[config.mk]
export PLATFORM = sky130hd
export DESIGN_NAME = acmp_vote_ctrl_flat
export DESIGN_NICKNAME = d
export VERILOG_FILES = /design/src/rtl/acmp_pkg.sv /design/src/rtl/acmp_vote_ctrl_if.sv /design/src/rtl/acmp_vote_seq.sv /design/src/rtl/acmp_vote_ctrl.sv /design/src/flat_wrapper.sv
export SDC_FILE = /design/constraint.sdc
export NUM_CORES = 1
export LEC_CHECK = 0
export BUFFER_PORTS_ARGS = -buffer_cell sky130_fd_sc_hd__buf_2
export CAP_MARGIN = 20
export CORE_UTILIZATION = 40
export CTS_CLUSTER_DIAMETER = 200
export DETAILED_ROUTE_END_ITERATION = 7
export GPL_TIMING_DRIVEN = 0
export PLACE_DENSITY_LB_ADDON = 0.3
export SLEW_MARGIN = 20
export SYNTH_ARGS = -nofsm -noshare
export SYNTH_HDL_FRONTEND = slang
export SYNTH_SLANG_ARGS = --single-unit
[constraint.sdc]
create_clock -name clk_i -period 2 [get_ports clk_i]
set_input_delay 0.4 -clock clk_i [delete_from_list [all_inputs] [get_ports clk_i]]
set_output_delay 0.4 -clock clk_i [all_outputs]
set_load 0.005 [all_outputs]
[src/rtl/acmp_pkg.sv]
// acmp_pkg: shared types and helpers for the ACMP vote controller.
//   acmp_state_e : FSM state encoding shared by the top and the vote engine
//   vote_w()     : width that holds a vote count 0..VOTES without wrapping
//   trim_mid()   : mid-scale offset-trim code for a given trim width
package acmp_pkg;

  typedef enum logic [2:0] {IDLE, EVAL, PRE, DONE, CAL} acmp_state_e;

  function automatic int vote_w(input int votes);
    return $clog2(votes + 1);
  endfunction

  function automatic logic [7:0] trim_mid(input int trim_w);
    return 8'd1 << (trim_w - 1);
  endfunction

endpackage

[src/rtl/acmp_vote_ctrl_if.sv]
// acmp_vote_ctrl_if: SAR-controller side handshake of the ACMP vote controller.
//   start/cal_start : requests from the SAR controller
//   busy/done       : request status, done is a 1-cycle pulse
//   result/margin   : majority bit and number of votes that returned 1
//   cal_short       : input-mux short command during offset calibration
//   cal_done        : 1-cycle pulse at the end of calibration
// master = SAR controller, slave = acmp_vote_ctrl.
interface acmp_vote_ctrl_if #(parameter int VOTES = 3);
  import acmp_pkg::*;

  localparam int MW = vote_w(VOTES);

  logic          start;
  logic          busy;
  logic          done;
  logic          result;
  logic [MW-1:0] margin;
  logic          cal_start;
  logic          cal_short;
  logic          cal_done;

  modport master (
    output start, cal_start,
    input  busy, done, result, margin, cal_short, cal_done
  );

  modport slave (
    input  start, cal_start,
    output busy, done, result, margin, cal_short, cal_done
  );

endinterface

[src/rtl/acmp_vote_seq.sv]
// acmp_vote_seq: comparator strobe / vote / majority engine.
//   clk_i, rst_i : system clock, synchronous active-high reset
//   go_i         : start a request; taken in IDLE and in DONE (back-to-back)
//   busy_o       : engine not idle
//   done_o       : 1-cycle pulse, result_o/ones_o valid
//   result_o     : majority of the votes taken
//   ones_o       : number of votes that returned 1
//   cmp_clk_o    : comparator clock, registered (1 = evaluate)
//   cmp_q_i      : comparator output
//
// state | meaning
// IDLE  | waiting for go_i
// EVAL  | cmp_clk high, SETTLE+1 cycles; cmp_q captured on the last edge
// PRE   | cmp_clk low (precharge); decides next vote or finish
// DONE  | result valid, done pulse
module acmp_vote_seq
  import acmp_pkg::*;
#(
  parameter int VOTES      = 3,
  parameter int SETTLE     = 1,
  parameter int EARLY_EXIT = 0,
  localparam int MW        = vote_w(VOTES)
) (
  input  logic          clk_i,
  input  logic          rst_i,
  input  logic          go_i,
  output logic          busy_o,
  output logic          done_o,
  output logic          result_o,
  output logic [MW-1:0] ones_o,
  output logic          cmp_clk_o,
  input  logic          cmp_q_i
);

  localparam logic [MW-1:0] VOTES_C = MW'(VOTES);
  localparam logic [MW-1:0] HALF    = MW'(VOTES / 2);

  acmp_state_e   state_q, state_d;
  logic [2:0]    settle_q, settle_d;
  logic [MW-1:0] left_q, left_d;
  logic [MW-1:0] ones_q, ones_d;
  logic          result_q, result_d;
  logic          cmp_clk_q;
  logic [MW-1:0] zeros;
  logic          decided;

  assign zeros   = (VOTES_C - left_q) - ones_q;
  assign decided = (EARLY_EXIT != 0) && ((ones_q > HALF) || (zeros > HALF));

  always_comb begin
    state_d  = state_q;
    settle_d = settle_q;
    left_d   = left_q;
    ones_d   = ones_q;
    result_d = result_q;
    case (state_q)
      IDLE, DONE: begin
        if (go_i) begin
          state_d  = EVAL;
          settle_d = 3'(SETTLE);
          left_d   = VOTES_C;
          ones_d   = '0;
        end else begin
          state_d  = IDLE;
        end
      end
      EVAL: begin
        if (settle_q == 3'd0) begin
          state_d = PRE;
          left_d  = left_q - MW'(1);
          ones_d  = ones_q + MW'(cmp_q_i);
        end else begin
          settle_d = settle_q - 3'd1;
        end
      end
      PRE: begin
        if ((left_q == '0) || decided) begin
          state_d  = DONE;
          result_d = (ones_q > HALF);
        end else begin
          state_d  = EVAL;
          settle_d = 3'(SETTLE);
        end
      end
      default: state_d = IDLE;
    endcase
  end

  always_ff @(posedge clk_i) begin
    if (rst_i) begin
      state_q   <= IDLE;
      settle_q  <= 3'd0;
      left_q    <= '0;
      ones_q    <= '0;
      result_q  <= 1'b0;
      cmp_clk_q <= 1'b0;
    end else begin
      state_q   <= state_d;
      settle_q  <= settle_d;
      left_q    <= left_d;
      ones_q    <= ones_d;
      result_q  <= result_d;
      // Registered from the next state so the strobe never glitches.
      cmp_clk_q <= (state_d == EVAL);
    end
  end

  assign busy_o    = (state_q != IDLE);
  assign done_o    = (state_q == DONE);
  assign result_o  = result_q;
  assign ones_o    = ones_q;
  assign cmp_clk_o = cmp_clk_q;

endmodule

[src/rtl/acmp_vote_ctrl.sv]
// acmp_vote_ctrl: ACMP comparator sequencer for the SAR ADC.
//   clk_i, rst_i : system clock, synchronous active-high reset
//   bus          : acmp_vote_ctrl_if.slave (start/busy/done/result/margin, cal_*)
//   cmp_clk_o    : comparator clock (1 = evaluate, 0 = precharge)
//   cmp_q_i      : comparator output
//   trim_o       : offset-trim code to the comparator DAC
// Build option ACMP_CAL_EN: enables the offset-trim SAR calibration. Without it
// cal_start is ignored, cal_short/cal_done stay 0 and trim is fixed at mid-scale.
//
// state | meaning
// IDLE  | waiting for start / cal_start
// EVAL  | external request running in the vote engine
// CAL   | calibration: one internal request per trim bit, inputs shorted
// DONE  | calibration finished, cal_done pulse
module acmp_vote_ctrl
  import acmp_pkg::*;
#(
  parameter int VOTES      = 3,
  parameter int SETTLE     = 1,
  parameter int TRIM_W     = 4,
  parameter int EARLY_EXIT = 0
) (
  input  logic              clk_i,
  input  logic              rst_i,
  acmp_vote_ctrl_if.slave   bus,
  output logic              cmp_clk_o,
  input  logic              cmp_q_i,
  output logic [TRIM_W-1:0] trim_o
);

  localparam int MW = vote_w(VOTES);
  localparam logic [TRIM_W-1:0] TRIM_MID = TRIM_W'(trim_mid(TRIM_W));

  acmp_state_e   state_q, state_d;
  logic          seq_go, seq_busy, seq_done, seq_result;
  logic [MW-1:0] seq_ones;

  acmp_vote_seq #(
    .VOTES     (VOTES),
    .SETTLE    (SETTLE),
    .EARLY_EXIT(EARLY_EXIT)
  ) u_seq (
    .clk_i    (clk_i),
    .rst_i    (rst_i),
    .go_i     (seq_go),
    .busy_o   (seq_busy),
    .done_o   (seq_done),
    .result_o (seq_result),
    .ones_o   (seq_ones),
    .cmp_clk_o(cmp_clk_o),
    .cmp_q_i  (cmp_q_i)
  );

`ifdef ACMP_CAL_EN
  localparam int BW = $clog2(TRIM_W);
  logic [TRIM_W-1:0] trim_q, trim_d, cur_mask;
  logic [BW-1:0]     bit_q, bit_d;

  assign cur_mask = TRIM_W'(1) << bit_q;
`else
  logic unused_cal;
  assign unused_cal = bus.cal_start;
`endif

  always_comb begin
    state_d = state_q;
    seq_go  = 1'b0;
`ifdef ACMP_CAL_EN
    trim_d  = trim_q;
    bit_d   = bit_q;
`endif
    case (state_q)
      IDLE: begin
`ifdef ACMP_CAL_EN
        if (bus.cal_start) begin
          state_d = CAL;
          trim_d  = '0;
          bit_d   = BW'(TRIM_W - 1);
        end else
`endif
        if (bus.start) begin
          state_d = EVAL;
          seq_go  = 1'b1;
        end
      end
      EVAL: if (seq_done) state_d = IDLE;
`ifdef ACMP_CAL_EN
      CAL: begin
        // First CAL cycle: engine still idle, set the MSB and launch.
        if (!seq_busy) begin
          trim_d = trim_q | cur_mask;
          seq_go = 1'b1;
        end else if (seq_done) begin
          // Comparator says INP > INN with the trial bit set: too much trim.
          if (seq_result) trim_d = trim_q & ~cur_mask;
          if (bit_q == '0) begin
            state_d = DONE;
          end else begin
            // Next trial bit is launched from the engine's DONE cycle.
            bit_d  = bit_q - BW'(1);
            trim_d = trim_d | (cur_mask >> 1);
            seq_go = 1'b1;
          end
        end
      end
      DONE: state_d = IDLE;
`endif
      default: state_d = IDLE;
    endcase
  end

  always_ff @(posedge clk_i) begin
    if (rst_i) begin
      state_q <= IDLE;
`ifdef ACMP_CAL_EN
      trim_q  <= TRIM_MID;
      bit_q   <= '0;
`endif
    end else begin
      state_q <= state_d;
`ifdef ACMP_CAL_EN
      trim_q  <= trim_d;
      bit_q   <= bit_d;
`endif
    end
  end

  assign bus.busy   = (state_q != IDLE);
  assign bus.done   = (state_q == EVAL) && seq_done;
  assign bus.result = seq_result;
  assign bus.margin = seq_ones;

`ifdef ACMP_CAL_EN
  assign bus.cal_short = (state_q == CAL);
  assign bus.cal_done  = (state_q == DONE);
  assign trim_o        = trim_q;
`else
  assign bus.cal_short = 1'b0;
  assign bus.cal_done  = 1'b0;
  assign trim_o        = TRIM_MID;
`endif

endmodule

[src/flat_wrapper.sv]
// flat-port wrapper written by rule: the top's interface ports become plain ports
module acmp_vote_ctrl_flat import acmp_pkg::*;
#(
  parameter int VOTES      = 3,
  parameter int SETTLE     = 1,
  parameter int TRIM_W     = 4,
  parameter int EARLY_EXIT = 0
)
  (clk_i, rst_i, cmp_clk_o, cmp_q_i, trim_o, bus_start, bus_cal_start, bus_busy, bus_done, bus_result, bus_margin, bus_cal_short, bus_cal_done);
  acmp_vote_ctrl_if #(.VOTES(VOTES)) bus_i ();
  input  logic clk_i;
  input  logic rst_i;
  output logic cmp_clk_o;
  input  logic cmp_q_i;
  output logic [TRIM_W-1:0] trim_o;
  input wire logic [$bits(bus_i.start)-1:0] bus_start;
  input wire logic [$bits(bus_i.cal_start)-1:0] bus_cal_start;
  output wire logic [$bits(bus_i.busy)-1:0] bus_busy;
  output wire logic [$bits(bus_i.done)-1:0] bus_done;
  output wire logic [$bits(bus_i.result)-1:0] bus_result;
  output wire logic [$bits(bus_i.margin)-1:0] bus_margin;
  output wire logic [$bits(bus_i.cal_short)-1:0] bus_cal_short;
  output wire logic [$bits(bus_i.cal_done)-1:0] bus_cal_done;
  assign bus_i.start = bus_start;
  assign bus_i.cal_start = bus_cal_start;
  assign bus_busy = bus_i.busy;
  assign bus_done = bus_i.done;
  assign bus_result = bus_i.result;
  assign bus_margin = bus_i.margin;
  assign bus_cal_short = bus_i.cal_short;
  assign bus_cal_done = bus_i.cal_done;
  acmp_vote_ctrl #(.VOTES(VOTES), .SETTLE(SETTLE), .TRIM_W(TRIM_W), .EARLY_EXIT(EARLY_EXIT)) u_core (.clk_i(clk_i), .rst_i(rst_i), .bus(bus_i), .cmp_clk_o(cmp_clk_o), .cmp_q_i(cmp_q_i), .trim_o(trim_o));
endmodule
**Yosys cells after proc, flatten, opt, wreduce, memory -nomap -nowiden**

Index checks and enable logic that the tools add are counted.
Widths: inputs -> output; s select.

- Flip-flop bits (word level): 15
- Input port bits: 5
- Word-level logic and storage cells: 54
- Output and inout port bits: 12

- Reductions and logical operators: 13
- Eq/ne operators: 11
- Add/subtract/negate cells: 3
- Magnitude comparators: 1
- Muxes and demuxes: 19

Operator list:

| kind | number |
|---|---|
| $mux 3 | 6 |
| $pmux 3 s3 | 2 |
| $mux 2 | 5 |
| $eq 3x1->1 const B | 3 |
| $logic_not 3->1 | 3 |
| $ne 2x2->1 const B | 4 |
| $pmux 2 s2 | 2 |
| $eq 3x2->1 const B | 2 |
| $pmux 3 s2 | 1 |
| $reduce_bool 3->1 | 2 |
| $ne 2x1->1 const B | 2 |
| $reduce_and 2->1 | 2 |
| $reduce_and 4->1 | 1 |
| $mux 1 | 3 |
| $reduce_and 3->1 | 1 |
| $sub 3x1->3 const B | 1 |
| $add 2x1->2 | 1 |
| $gt 2x1->1 const B | 1 |
| $logic_not 2->1 | 1 |
| $reduce_bool 2->1 | 1 |
| $reduce_or 2->1 | 1 |
| $sub 2x1->2 const B | 1 |
| $logic_and 1x1->1 | 1 |

**Longest topological paths before layout**

Gate-level depths: netlist of the first run.

- Depth in word-level cells: 5
- Mapped depth: 6
- Mapped depth without buffers: 6

**By module**

Synthesis of the first run repeated with hierarchy kept, for this count alone.

- Cell total of the unflattened synthesis: 89
- Area total of the unflattened synthesis: 743.2 um^2

By module, submodules not included:

| module | area an instance (um^2) | cells each | instances |
|---|---|---|---|
| acmp_vote_seq | 641.9 | 76 | 1 |
| acmp_vote_ctrl | 101.3 | 13 | 1 |

**Worst setup path before layout of the first run**

OpenSTA, ideal clock, no wires.

- Path kind: register to register
- From: register u_core.u_seq.settle_q[0]
- To: register u_core.u_seq.ones_q[0], in the netlist u_core.u_seq.ones_o[0]
- Stages on the path, launching flop included: 7
- Period minus slack after synthesis: 1437 ps
- Required time: 1929 ps
- Slack: 563 ps
- Data arrival time: 1367 ps
- Buffers on the path: 0
- Cells stage by stage: dfxtp_1 inv_1 ha_1 nand2b_1 and2b_4 or3b_1 a21oi_1

- Longest elaborated chain between the ends: 3

Ends and longest elaborated chain:

| what | line | source |
|---|---|---|
| start, declared | acmp_vote_seq.sv:39 | `logic [2:0] settle_q, settle_d;` |
| start signal, assigned | acmp_vote_seq.sv:99 | `settle_q <= settle_d;` |
| $logic_not 3->1 | acmp_vote_seq.sv:68 | `if (settle_q == 3'd0) begin` |
| $ne 2x2->1 (no line) | - |  |
| $reduce_and 3->1 (no line) | - |  |
| end signal, assigned | acmp_vote_seq.sv:101 | `ones_q <= ones_d;` |
| end, declared | acmp_vote_seq.sv:41 | `logic [MW-1:0] ones_q, ones_d;` |

No other way between the ends.
A chain may end at the register's enable or synchronous reset.

**Worst setup path after layout of the first run**

Ends and elaborated chain as after synthesis.

==> results.py, run 1 <==
metrics = {
    "setup_path": {
        "required_ps": 2210,
        "crit_path_max_incr_delay_ps": 370,
        "worst_path_max_delay_cell": "or3b_1",
        "crit_type": "reg -> reg",
        "cp_data_arrival_time_ps": 1770,
        "end_kind": "flip-flop",
        "critPathLaunchType": "flip-flop",
        "crit_path_max_fanout": 7,
        "cpLargestDelayFamily": "simple AND/OR/NAND/NOR gates",
        "path_cells": "inv_1, ha_1, nand2b_1, and2b_4, or3b_1, a21oi_1",
        "cp_num_buf_inv": 1,
    },
    "clocking": {
        "path_clk_slew_ps": 80,
        "cts_sinks": 13,
        "worstSkewPairLatency_ps": 270,
        "cts_made_buffers": 3,
        "htree_levels": 1,
        "cts_setup_buffers": 0,
        "post_cts_resized": 0,
        "cts_tree": "yes",
        "root_buffer": "clkbuf_4",
        "cts-hold-fix-buffers": 0,
        "clk_path_buf_depth": 2,
    },
    "final_layout": {
        "nNetsFinal": 107,
        "final_cells": 113,
        "drive_gt1_frac": 0.227,
        "final_cell_area_um2": 798,
        "final_util": 0.512,
        "n_fill_cell": 161,
        "syn2layout_area_growth_pct": 16.0,
        "diodes": 0,
    },
    "global_routing": {
        "grt_first_pass_wirelength_um": 2260,
        "grt_overflow_total": 0,
        "grt_pass1_vias": 554,
        "grt_max_degree": 11,
        "grtUsageTotal": 0.160,
        "antenna_found_initial": 0,
    },
    "logic_synthesis": {
        "syn_inst": 79,
        "synth_warnings": 0,
        "synth_cell_type_count": 30,
        "avgSynthCellArea_um2": 8.71,
        "synth-seq-cells": 13,
        "seq_area_frac_synth": 0.378,
        "syn_area_um2": 688,
    },
    "route": {
        "first_pass_iters": 5,
        "viasPerCell": 5.04,
        "totalWireLength_um": 1190,
        "drc": 1,
        "dr.first_iter.drc_count": 6,
        "wl_per_cell_um": 10.5,
        "dr_total_vias": 570,
        "ant_nets": 0,
    },
    "timing": {
        "finalCritPeriodShare": 0.780,
        "final_max_slew_viol_count": 0,
        "post-route-min-period_ps": 1560,
        "fmax_mhz": 641,
        "rsz0062_at_grt": "false",
        "setup_viol": 0,
        "finalWorstSetupSlack_ps": 441,
        "skew_ps": 1.10,
        "finalSetupTns_ps": 0,
        "finalHoldViolCount": 0,
    },
    "placed_design": {
        "hpwl_um": 928,
        "place_area_um2": 772,
        "numPortBuffers": 9,
        "dp.cells": 109,
        "gp_congestion": 0.753,
        "dpl_worst_slack_ps": 462,
    },
    "worst_hold_path": {
        "hold_class": "in -> reg",
    },
    "die": {
        "fp.dieArea_um2": 1890,
        "die_h_um": 43.5,
        "start_util": 0.441,
        "core_um2": 1560,
        "rows": 14,
        "dieWidth_um": 43.5,
        "boundaryPins": 17,
    },
    "pwr": {
        "p_per_area_nw_per_um2": 637,
        "ir_drop_mv": 0.509,
        "p_leak_nw": 0.352,
    },
    "status": {
        "status": "finished, violations left",
        "violations": "DRC",
    },
    "flow_run": {
        "cap_violations": 0,
    },
}
final timing paths:
check | startpoint | endpoint | slack, ps | cells past startpoint
min | rst_i | u_core.u_seq.state_q[0] | 310 | 2
max | u_core.u_seq.settle_q[0] | u_core.u_seq.ones_o[0] | 440 | 6
min reg2reg | u_core.u_seq.settle_q[0] | u_core.u_seq.settle_q[0] | 470 | 2
max reg2reg | u_core.u_seq.settle_q[0] | u_core.u_seq.ones_o[0] | 440 | 6
placed cells by master (no fill, tap or decap), drive strengths merged, types with 4 or more instances in the layout:
| master | instances |
|---|---|
| nor3b | 4 |
| a21oi | 7 |
| dfxtp | 13 |
| conb | 7 |
| o21ai | 4 |
| clkbuf | 5 |
| ha | 4 |
| nand2b | 4 |
| inv | 6 |
| buf | 16 |
| nand2 | 4 |
cell type report:
type | instances | area (um^2) | area share
Clock buffer | 4 | 26.3 | 0.0329
Inverter | 6 | 22.5 | 0.0282
Timing Repair Buffer | 9 | 45.0 | 0.0564
Buffer | 8 | 53.8 | 0.0674
Sequential cell | 13 | 260 | 0.326
Tap cell | 16 | 20.0 | 0.0251
Multi-Input combinational cell | 57 | 370 | 0.464
routing by layer:
metal | share of wire | routed length, um | up-vias | GRT usage
met4 | 0.0067 | 8 | 0 | 0.0188
li1 | - | - | 296 | -
met1 | 0.46 | 550 | 257 | 0.190
met5 | 0 | 0 | - | 0
met3 | 0.065 | 77 | 2 | 0.0750
met2 | 0.46 | 552 | 15 | 0.273
Yosys cell counts:
master | n | area share
o21ai_0 | 3 | 0.022
a211oi_1 | 2 | 0.022
nor3b_1 | 3 | 0.033
a31oi_1 | 1 | 0.0091
o21ai_1 | 1 | 0.0073
inv_1 | 6 | 0.033
o32ai_1 | 1 | 0.013
ha_1 | 4 | 0.073
and4b_1 | 1 | 0.015
nand3b_1 | 1 | 0.011
conb_1 | 2 | 0.011
clkbuf_1 | 1 | 0.0054
and2b_4 | 1 | 0.015
buf_2 | 1 | 0.0073
or2_0 | 1 | 0.0091
nor2_1 | 2 | 0.011
nand2_1 | 4 | 0.022
nor2b_1 | 3 | 0.027
nand2b_1 | 4 | 0.036
xnor2_1 | 1 | 0.013
or3_1 | 1 | 0.0091
nor3b_2 | 1 | 0.018
a21oi_1 | 7 | 0.051
or3b_1 | 2 | 0.025
buf_4 | 6 | 0.065
nor3_1 | 3 | 0.022
a21o_1 | 1 | 0.011
nor4_1 | 1 | 0.0091
a211oi_2 | 1 | 0.018
dfxtp_1 | 13 | 0.38
cells by family (layout without fill, tap and decap cells):
kind of cell             Yosys count  after routing  share of synthesized area
AND/OR/NAND/NOR                   28             28                      0.262
other                              2              7                     0.0109
AO/OA/AOI/OAI                     17             17                      0.153
buffers and inverters             14             27                      0.111
XOR/XNOR                           1              1                     0.0127
adder cells (fa/ha/maj)            4              4                     0.0727
flip-flops                        13             13                      0.378
state kept, by name, indices dropped and copies added, names as in the netlist:
signal,flops
u_core.state_q,1
u_core.u_seq.cmp_clk_o,1
u_core.u_seq.left_q,2
u_core.u_seq.ones_o,2
u_core.u_seq.result_o,1
u_core.u_seq.settle_q,3
u_core.u_seq.state_q,3
per-stage QoR:
stage	power [mW]	hold slack, ps
floorplan	0.335	440
global placement	0.350	450
detailed placement	0.352	461
CTS	0.516	306
global route	0.544	300
finish	0.509	314
power by group:
group	switching (mW)	internal, mW	leakage, nW	total, mW
combinational	0.0368	0.0335	0.230	0.0703
clock	0.0852	0.0773	0.0150	0.162
sequential	0.00715	0.269	0.106	0.276
Note: power is estimated with default switching activity, not from simulation.
==> inputs of run 2 (changes only) <==
Clock period 2 ns to 1.4 ns, I/O delays scaled along.
==> results.py, run 2 (synthesis results as in run 1) <==
metrics = {
    "route": {
        "totalWireLength_um": 1440,
        "wl_per_cell_um": 12.2,
        "viasPerCell": 4.90,
        "dr_total_vias": 578,
        "drc": 7,
        "dr.first_iter.drc_count": 15,
        "first_pass_iters": 6,
        "ant_nets": 0,
    },
    "clocking": {
        "cts-hold-fix-buffers": 0,
        "worstSkewPairLatency_ps": 280,
        "cts_tree": "yes",
        "cts_made_buffers": 3,
        "htree_levels": 1,
        "cts_sinks": 13,
        "root_buffer": "clkbuf_4",
        "path_clk_slew_ps": 80,
        "clk_path_buf_depth": 2,
    },
    "global_routing": {
        "grt_first_pass_wirelength_um": 2280,
        "grt_pass1_vias": 547,
        "grt_max_degree": 11,
        "grt_overflow_total": 0,
        "antenna_found_initial": 0,
        "grtUsageTotal": 0.166,
    },
    "worst_hold_path": {
        "hold_class": "in -> reg",
        "worstHoldPathCells": 2,
    },
    "placed_design": {
        "gp_congestion": 0.751,
        "hpwl_um": 893,
        "dp.cells": 109,
        "place_area_um2": 774,
        "numPortBuffers": 9,
    },
    "die": {
        "dieWidth_um": 43.5,
        "die_h_um": 43.5,
        "core_um2": 1560,
        "fp.dieArea_um2": 1890,
        "boundaryPins": 17,
        "rows": 14,
        "start_util": 0.441,
    },
    "setup_path": {
        "crit_type": "reg -> reg",
        "required_ps": 1610,
        "crit_path_max_fanout": 3,
        "cp_data_arrival_time_ps": 1570,
        "end_kind": "flip-flop",
        "critPathLaunchType": "flip-flop",
        "rr_worst_depth": 6,
    },
    "pwr": {
        "p_per_area_nw_per_um2": 848,
        "p_leak_nw": 0.406,
        "ir_drop_mv": 0.534,
    },
    "timing": {
        "final_max_slew_viol_count": 0,
        "setup_viol": 0,
        "finalHoldViolCount": 0,
        "finalSetupTns_ps": 0,
        "finalCritPeriodShare": 0.968,
        "skew_ps": 8.13,
        "rsz0062_at_grt": "true",
        "fmax_mhz": 738,
        "post-route-min-period_ps": 1350,
    },
    "final_layout": {
        "syn2layout_area_growth_pct": 31.8,
        "drive_gt1_frac": 0.402,
        "layout.cells.most_common": "buf_4",
        "final_cell_mix": "buf_4, buf_2, a21oi_1, conb_1, dfxtp_1",
        "final_cells": 118,
        "largestRegisters": "u_core.u_seq.settle_q x3, u_core.u_seq.state_q x3",
        "nNetsFinal": 112,
        "diodes": 0,
        "final_util": 0.582,
        "final_cell_area_um2": 907,
    },
    "flow_run": {
        "cap_violations": 0,
    },
    "status": {
        "violations": "DRC",
        "status": "finished, violations left",
    },
}
-- run 2: changes by cell type in the layout (fill, tap and decap cells not counted), moves of 2 or more --
cell and change:
inv_2 +2, nor3b_1 -2, buf_4 +5, dfxtp_2 +5
inv_1 -2, dfxtp_1 -6
-- run 2: final cells by class --
class | count | area (um^2)
plain buffers | 7 | 48.8
multi-input cells | 57 | 425
clock buffers | 4 | 26.3
flip-flops and latches | 13 | 270
fillers | 146 | 652
well taps | 16 | 20.0
inverters | 6 | 22.5
repair buffers | 15 | 93.8
-- run 2: path summary, 6_finish.rpt --
path                               start                       end  slack (ps)
setup / recovery  u_core.u_seq.left_q[0]  u_core.u_seq.settle_q[0]          50
hold / removal                     rst_i   u_core.u_seq.state_q[0]         190
setup reg to reg  u_core.u_seq.left_q[0]  u_core.u_seq.settle_q[0]          50
hold reg to reg   u_core.u_seq.left_q[0]    u_core.u_seq.left_q[0]         450
-- run 2: power by group --
group	internal (mW)	switching, mW	leakage [nW]	total (mW)
clock	0.111	0.124	0.0150	0.235
combinational	0.0707	0.0626	0.282	0.133
sequential	0.385	0.0159	0.109	0.401
total	0.566	0.203	0.406	0.769
-- run 2: stage by stage --
| stage | power (mW) | worst slack (ps) | hold WS (ps) |
|---|---|---|---|
| 2_1_floorplan | 0.479 | 4.70 | 349 |
| 3_3_place_gp | 0.501 | -98.9 | 456 |
| 3_5_place_dp | 0.504 | -91.3 | 459 |
| 4_1_cts | 0.766 | 1.93 | 181 |
| 5_1_grt | 0.820 | -24.8 | 182 |
| 6_report | 0.769 | 45.3 | 194 |
-- run 2: layer usage --
layer,GRT usage,wire length [um]
met1,0.193,648
met2,0.273,693
met3,0.0667,59
met4,0.0688,33
met5,0,0
-- run 2: timing repair --
item	CTS	global route
cloned	0	0
setup endpoints to repair	6	8
setup buffers	4	2
pin swaps	5	3
gates resized for setup	7	13
-- run 2: critical path: stages (launching register included) --
cell	delay, ps
dfxtp_2	340
inv_1	40
ha_1	210
nand3b_1	160
o21ai_2	100
or3_1	310
a21oi_1	130
==> inputs of run 3 (changes only) <==
Settings changed: GPL_TIMING_DRIVEN 0 to default.
==> results.py, run 3 (synthesis results as in run 1) <==
metrics = {
    "timing": {
        "finalWorstSetupSlack_ps": -11.3,
        "rsz0062_at_grt": "true",
        "setup_viol": 1,
        "final_max_slew_viol_count": 0,
        "finalHoldViolCount": 0,
        "skew_ps": 9.49,
        "post-route-min-period_ps": 1410,
        "holdWs_ps": 275,
        "finalCritPeriodShare": 1.01,
        "fmax_mhz": 709,
    },
    "placed_design": {
        "numPortBuffers": 9,
        "hpwl_um": 989,
        "dp.cells": 110,
        "place_area_um2": 788,
        "gp_congestion": 0.763,
    },
    "worst_hold_path": {
        "hold_class": "in -> reg",
        "worstHoldStart": "bus_start",
    },
    "final_layout": {
        "final_cells": 122,
        "multi_input_area_um2": 440,
        "final_cell_mix": "buf_4, buf_2, conb_1, dfxtp_1",
        "diodes": 0,
        "drive_gt1_frac": 0.500,
        "final_cell_area_um2": 962,
        "largestRegisters": "u_core.u_seq.settle_q x3, u_core.u_seq.state_q x3",
        "ff_latch_area_um2": 273,
        "nNetsFinal": 116,
        "n_fill_cell": 144,
        "syn2layout_area_growth_pct": 39.8,
        "layout.cells.most_common": "buf_4",
    },
    "pwr": {
        "p_per_area_nw_per_um2": 821,
        "p_leak_nw": 0.422,
        "p_total_mw": 0.790,
        "ir_drop_mv": 0.763,
    },
    "setup_path": {
        "required_ps": 1620,
        "r2r_start": "u_core.u_seq.state_q[1]",
        "crit_type": "reg -> reg",
        "worst_path_max_delay_cell": "or3b_4",
        "crit_start": "u_core.u_seq.state_q[1]",
        "crit_path_max_fanout": 6,
        "cp_data_arrival_time_ps": 1630,
        "path_cells": "xnor2_1, nor3b_2, buf_4, or3b_4, a21oi_2",
        "end_kind": "flip-flop",
        "critPathLaunchType": "flip-flop",
        "crit_path_max_incr_delay_ps": 390,
    },
    "route": {
        "totalWireLength_um": 1550,
        "drc": 6,
        "wl_per_cell_um": 12.7,
        "dr.first_iter.drc_count": 15,
        "viasPerCell": 5.17,
        "first_pass_iters": 6,
        "dr_total_vias": 631,
        "ant_nets": 0,
    },
    "global_routing": {
        "antenna_found_initial": 0,
        "grt_max_degree": 13,
        "grtUsageMet2": 0.291,
        "grt.busiest_layer": "met2",
        "grt_overflow_total": 0,
        "grt_first_pass_wirelength_um": 2490,
        "grt_util_met1": 0.216,
        "grt_pass1_vias": 567,
        "grt_util_met3": 0.0708,
        "grtUsageTotal": 0.184,
    },
    "clocking": {
        "worstSkewPairLatency_ps": 280,
        "htree_levels": 1,
        "clk_path_buf_depth": 2,
        "cts_tree": "yes",
        "cts_sinks": 13,
        "path_clk_slew_ps": 90,
        "root_buffer": "clkbuf_4",
        "cts_made_buffers": 3,
    },
    "die": {
        "core_um2": 1560,
        "boundaryPins": 17,
        "rows": 14,
        "die_h_um": 43.5,
        "fp.dieArea_um2": 1890,
        "start_util": 0.441,
        "dieWidth_um": 43.5,
    },
    "flow_run": {
        "cap_violations": 0,
    },
    "status": {
        "status": "finished, violations left",
        "violations": "DRC, setup timing",
    },
}
## run 3: changes by cell type in the layout (fill, tap and decap cells not counted), moves of 2 or more
cell,previous run,this run
a211oi_2,0,2
a21oi_1,7,4
a21oi_2,0,3
buf_4,11,15
or3b_1,2,0
or3b_4,0,2
## run 3: per-layer routing
layer	vias up	routed length [um]	part of all wire
met5	-	0	0
met4	0	25	0.016
met3	4	81	0.052
met2	17	802	0.52
met1	302	637	0.41
li1	308	-	-
## run 3: worst paths after layout
check                                end  slack [ps]  depth (start not counted)
hold reg to reg   u_core.u_seq.left_q[0]         460                          1
hold / removal         u_core.state_q[0]         280                          3
setup reg to reg  u_core.u_seq.ones_o[0]         -10                          5
setup / recovery  u_core.u_seq.ones_o[0]         -10                          5
## run 3: power by group
part           switching (mW)  internal (mW)
registers              0.0120          0.383
logic                  0.0699         0.0846
clock network           0.129          0.111
## run 3: what timing repair did
action | CTS | global route
endpoints found under the setup margin | 6 | 10
setup buffers | 5 | 3
resized for setup | 9 | 18
pin swaps | 4 | 4
hold buffers | 0 | 0
## run 3: critical path, delay by kind of cell, from the launching register on
family	cells	cell delay, ps
and+or+nand+nor	2	560
DFF	1	380
buffers and inverters	1	150
xor gates and xnor gates	1	140
AOI/OAI and AO/OA	1	120
## run 3: cell type report
class,count,share of cell area
clock buffer,4,0.0273
tap,16,0.0208
sequential,13,0.283
multi-input combinational,57,0.458
inverter,6,0.0234
timing repair buffer,26,0.187
## run 3: per-stage QoR
step,utilization,TNS (ps),setup slack [ps]
2_1_floorplan,-,0,4.70
3_3_place_gp,0.506,-19.1,-15.3
3_5_place_dp,0.506,-122,-57.5
4_1_cts,0.565,-5.15,-5.15
5_1_grt,0.617,-175,-49.6
6_report,0.617,-11.3,-11.3
